`config.mk`:
```
export PLATFORM = sky130hd
export DESIGN_NAME = lcd_pic_loader
export DESIGN_NICKNAME = d
export VERILOG_FILES = /design/src/rtl/lcd_pic_loader.sv
export SDC_FILE = /design/constraint.sdc
export NUM_CORES = 1
export LEC_CHECK = 0
export BUFFER_PORTS_ARGS = -buffer_cell sky130_fd_sc_hd__buf_4
export CAP_MARGIN = 30
export CORE_MARGIN = 4
export CORE_UTILIZATION = 30
export CTS_CLUSTER_SIZE = 20
export DETAILED_ROUTE_END_ITERATION = 6
export PLACE_DENSITY = 0.47
export SLEW_MARGIN = 20
export SYNTH_ARGS = -nofsm -noshare
export SYNTH_HDL_FRONTEND = slang
export SYNTH_SLANG_ARGS = --single-unit
```
`constraint.sdc`:
```
create_clock -name clk_in -period 3.8 [get_ports clk_in]
set_input_delay 0.76 -clock clk_in [delete_from_list [all_inputs] [get_ports clk_in]]
set_output_delay 0.76 -clock clk_in [all_outputs]
set_load 0.01 [all_outputs]
```
`src/rtl/lcd_pic_loader.sv`:
```
// Packs an RGB888 byte stream into 24-bit pixels and writes them to the image RAM in raster order.
// Optional trailing-checksum verification is enabled by defining LCD_PIC_LOADER_CKSUM_EN.
module lcd_pic_loader #(
    parameter int IMG_WIDTH  = 345,
    parameter int IMG_HEIGHT = 249,
    parameter int ADDR_W     = 17
) (
    input  logic              clk_in,
    input  logic              sys_rst,
    input  logic              frame_start,
    input  logic [7:0]        s_data,
    input  logic              s_valid,
    output logic              s_ready,
    output logic              ram_we,
    output logic [ADDR_W-1:0] ram_addr,
    output logic [23:0]       ram_din,
    output logic              busy,
    output logic              frame_done,
    output logic              cksum_err
);

    localparam logic [ADDR_W-1:0] LAST_PIX = ADDR_W'(IMG_WIDTH * IMG_HEIGHT - 1);
    localparam logic [ADDR_W-1:0] PIX_ONE  = ADDR_W'(1);

`ifdef LCD_PIC_LOADER_CKSUM_EN
    typedef enum logic [1:0] {
        ST_IDLE  = 2'd0,
        ST_RECV  = 2'd1,
        ST_DONE  = 2'd2,
        ST_CKSUM = 2'd3
    } state_t;
`else
    typedef enum logic [1:0] {
        ST_IDLE = 2'd0,
        ST_RECV = 2'd1,
        ST_DONE = 2'd2
    } state_t;
`endif

    state_t             state_reg;
    state_t             state_next;
    logic [1:0]         byte_idx_reg;
    logic [7:0]         r_reg;
    logic [7:0]         g_reg;
    logic [ADDR_W-1:0]  pix_cnt_reg;
    logic               ram_we_reg;
    logic [ADDR_W-1:0]  ram_addr_reg;
    logic [23:0]        ram_din_reg;

    logic               ready_comb;
    logic               busy_comb;
    logic               done_comb;
    logic               frame_clear;
    logic               byte_accept;
    logic               pix_byte;
    logic               pix_last_byte;

    // frame_start while receiving both restarts the frame and masks s_ready,
    // so a byte offered in that cycle is never consumed.
    always_comb begin
        state_next  = state_reg;
        ready_comb  = 1'b0;
        busy_comb   = 1'b0;
        done_comb   = 1'b0;
        frame_clear = 1'b0;
        case (state_reg)
            ST_IDLE: begin
                if (frame_start) begin
                    frame_clear = 1'b1;
                    state_next  = ST_RECV;
                end
            end
            ST_RECV: begin
                busy_comb = 1'b1;
                if (frame_start) begin
                    frame_clear = 1'b1;
                end else begin
                    ready_comb = 1'b1;
                    if (s_valid && (byte_idx_reg == 2'd2) && (pix_cnt_reg == LAST_PIX)) begin
`ifdef LCD_PIC_LOADER_CKSUM_EN
                        state_next = ST_CKSUM;
`else
                        state_next = ST_DONE;
`endif
                    end
                end
            end
`ifdef LCD_PIC_LOADER_CKSUM_EN
            ST_CKSUM: begin
                busy_comb = 1'b1;
                if (frame_start) begin
                    frame_clear = 1'b1;
                    state_next  = ST_RECV;
                end else begin
                    ready_comb = 1'b1;
                    if (s_valid) begin
                        state_next = ST_DONE;
                    end
                end
            end
`endif
            ST_DONE: begin
                done_comb  = 1'b1;
                state_next = ST_IDLE;
            end
            default: begin
                state_next = ST_IDLE;
            end
        endcase
    end

    assign byte_accept   = s_valid && ready_comb;
    assign pix_byte      = byte_accept && (state_reg == ST_RECV);
    assign pix_last_byte = pix_byte && (byte_idx_reg == 2'd2);

    always_ff @(posedge clk_in) begin
        if (sys_rst) begin
            state_reg    <= ST_IDLE;
            byte_idx_reg <= 2'd0;
            r_reg        <= 8'd0;
            g_reg        <= 8'd0;
            pix_cnt_reg  <= '0;
            ram_we_reg   <= 1'b0;
            ram_addr_reg <= '0;
            ram_din_reg  <= 24'd0;
        end else begin
            state_reg  <= state_next;
            ram_we_reg <= pix_last_byte;
            if (pix_last_byte) begin
                ram_addr_reg <= pix_cnt_reg;
                ram_din_reg  <= {r_reg, g_reg, s_data};
            end
            if (frame_clear) begin
                byte_idx_reg <= 2'd0;
                pix_cnt_reg  <= '0;
            end else if (pix_byte) begin
                case (byte_idx_reg)
                    2'd0:    r_reg <= s_data;
                    2'd1:    g_reg <= s_data;
                    default: pix_cnt_reg <= pix_cnt_reg + PIX_ONE;
                endcase
                byte_idx_reg <= (byte_idx_reg == 2'd2) ? 2'd0 : byte_idx_reg + 2'd1;
            end
        end
    end

`ifdef LCD_PIC_LOADER_CKSUM_EN
    logic [7:0] sum_reg;
    logic       cksum_err_reg;
    logic       ck_byte;

    assign ck_byte = byte_accept && (state_reg == ST_CKSUM);

    // The error flag is sticky: only a new frame or reset clears it.
    always_ff @(posedge clk_in) begin
        if (sys_rst) begin
            sum_reg       <= 8'd0;
            cksum_err_reg <= 1'b0;
        end else if (frame_clear) begin
            sum_reg       <= 8'd0;
            cksum_err_reg <= 1'b0;
        end else begin
            if (pix_byte) begin
                sum_reg <= sum_reg + s_data;
            end
            if (ck_byte) begin
                cksum_err_reg <= cksum_err_reg | (s_data != sum_reg);
            end
        end
    end

    assign cksum_err = cksum_err_reg;
`else
    assign cksum_err = 1'b0;
`endif

    assign s_ready    = ready_comb;
    assign busy       = busy_comb;
    assign frame_done = done_comb;
    assign ram_we     = ram_we_reg;
    assign ram_addr   = ram_addr_reg;
    assign ram_din    = ram_din_reg;

endmodule

```
==> results.cfg <==
[detailed_routing]
ant_nets = 0
drtIter0Drc = 103
first_pass_iters = 4
dr_total_vias = 2497
drc = 0
finalWirelength_mm = 7.40
wl_per_cell_um = 13.6
vias_per_cell = 4.58

[placed_design]
gp_congestion = 0.750
pre_cts_ws_ns = 1.12
place_area_sq_um = 3550
io_buffers = 56
dp_hpwl_mm = 4.94

[logic_synthesis]
synth_warnings = 0
synth.area.top_cells = dfxtp_1, nand2_1, a21oi_1, mux2i_1, nor2_1
syn_area_per_cell_sq_um = 8.41
yosysUniqueCellTypes = 31
syn_inst = 359
synth_top_area_share_pct = 52.4
yosysSeqAreaShare_pct = 52.4
syn_area_sq_um = 3020
ys_ff_latch = 79
yosysTopAreaCell = dfxtp_1
syn-num-nets = 373

[worst_setup_path]
reg2reg_from = state_reg[0]
r2r_cells = 4
rr_endpoint = g_reg[7]
end_kind = register
ff2ff_setup_slack_ns = 1.67
critPathKind = input port to register
required_ns = 4.02
cp-start-kind = input port
worstPathMaxFanout = 9
cp.arrival_ns = 2.48

[clock_network]
cts_resized = 0
hold_buffers = 0
cts.path.max_buffers = 2
h-tree-depth = 3
cts_buffers = 9
clkTransAtPathRegs_ns = 0.09
post_cts_buffers = 0
root_buffer = clkbuf_8
cts_tree = built
clk-insertion-delay-late_ns = 0.35
cts.sinks = 79

[sta]
fin_crit_sh_pct = 59.4
maxSlewViolCount = 0
fmax_mhz = 443
worst_slew_pin_slew_ns = 0.730
final.setup.tns_ns = 0
rsz0062_at_grt = no
hold_ws_ns = 0.454
final.setup_skew_ns = 0.00864
hold_viol = 0
relSlewSlack_pct = 50.6
setup_viol = 0
min_period_ns = 2.26
layout_setup_ws_ns = 1.54

[layout]
fill_cells = 1029
syn_to_final_growth_pct = 24.5
nets = 421
final_common_cell = nand2_1
design_area_sq_um = 3760
drive_gt1_share_pct = 19.4
diodes = 0
final_cell_mix = nand2_1, dfxtp_1, buf_4
largest_reg_flops = 24

[grt]
antenna_found_initial = 0
grt_pass1_vias = 2324
overflow = 0
globalRouteTotalUtil_pct = 13.0
grt_first_pass_wirelength_mm = 12.0
grt_max_degree = 63

[flow_run]
max-cap-violations = 0

[worst_hold_path]
hold_end = ram_din[16]
hold_depth = 2
hold_start = r_reg[0]
hp-class = register to register

[power_and_ir_drop]
leakage_nw = 1.37
power.internal_w = 0.00119
power.net_switching_w = 0.000357
powerDensity_nw_per_um2 = 412
switching_share_pct = 23.1
combinationalPowerShare_pct = 3.0
ir_drop_mv = 0.190
power_frac_clock_pct = 43.2
p_seq_share_pct = 53.8
fin_total_pwr_w = 0.00155

[floorplan]
die_y_um = 108
dieWidth_um = 108
initial_utilization_pct = 30.9
rows = 36
die_area_sq_um = 11700
ios = 58
fp.coreArea_sq_um = 9770

[status]
outcome = completed
==> through the flow <==
| stage | cells | util [%] |
|---|---|---|
| 4_1_cts | 545 | 38.5 |
| 2_1_floorplan | 359 | - |
| 3_3_place_gp | 529 | 36.3 |
| 6_report | 545 | 38.5 |
| 5_1_grt | 545 | 38.5 |
| 3_5_place_dp | 529 | 36.3 |
==> cell usage after synthesis, drive strengths merged <==
library cell	n
ha	2
nor3	6
inv	8
nand4bb	1
nor4bb	3
o211ai	1
a2111oi	1
mux2i	16
nor4	4
o21ai	4
clkbuf	17
buf	6
a21oi	50
nor3b	1
nand4b	1
a21o	1
nand4	3
nand3	10
xor2	2
or3	5
xnor2	8
nand2	91
nor2	31
dfxtp	79
conb	1
o31ai	1
or4	5
or2	1
==> layout make-up <==
type | instances | area (sq um) | area share [%]
flip-flops and latches | 79 | 1580 | 42.1
multi-input cells | 249 | 1320 | 35.0
well taps | 133 | 166 | 4.43
repair buffers | 60 | 450 | 12.0
clock buffers | 11 | 151 | 4.03
clock inverters | 5 | 62.6 | 1.66
inverters | 8 | 30.0 | 0.799
==> kinds of logic after synthesis <==
logic type / count (synthesis) / synth area share [%]
adder cells (fa/ha/maj): 2 / 0.829
multiplexers: 16 / 5.30
flip-flops: 79 / 52.4
XOR/XNOR: 10 / 2.90
buffers and inverters: 31 / 4.14
AO/OA/AOI/OAI: 58 / 9.99
AND/OR/NAND/NOR: 162 / 24.3
other: 1 / 0.124
==> power by group through the flow <==
stage / combinational, W / sequential, W / clock [W]
6_report: 0.0000458 / 0.000833 / 0.000669
3_5_place_dp: 0.0000462 / 0.000853 / 0
5_1_grt: 0.0000502 / 0.000834 / 0.000729
4_1_cts: 0.0000463 / 0.000833 / 0.000690
2_1_floorplan: 0.0000253 / 0.000852 / 0
3_3_place_gp: 0.0000464 / 0.000853 / 0
==> metal layers <==
layer  vias up  GRT usage (%)  part of all wire [%]
met4         0           5.68                   1.7
met3        11           2.87                   4.6
met5         -              0                     0
li1       1297              -                     -
met1      1136           19.5                    53
met2        53           17.5                    41
==> critical path, stage by stage <==
cell,delay [ns]
buf_4,0.13
nor4bb_1,0.64
nand3_1,0.58
mux2i_1,0.31
nor2_1,0.06
==> worst max path at each step <==
stage	from	cells after the start	end
6_report	frame_start	5	g_reg[7]
2_1_floorplan	frame_start	4	pix_cnt_reg[16]
5_1_grt	frame_start	5	g_reg[3]
3_3_place_gp	frame_start	5	g_reg[0]
3_5_place_dp	frame_start	5	g_reg[7]
4_1_cts	frame_start	5	g_reg[7]
Note: power is estimated with default switching activity, not from simulation.
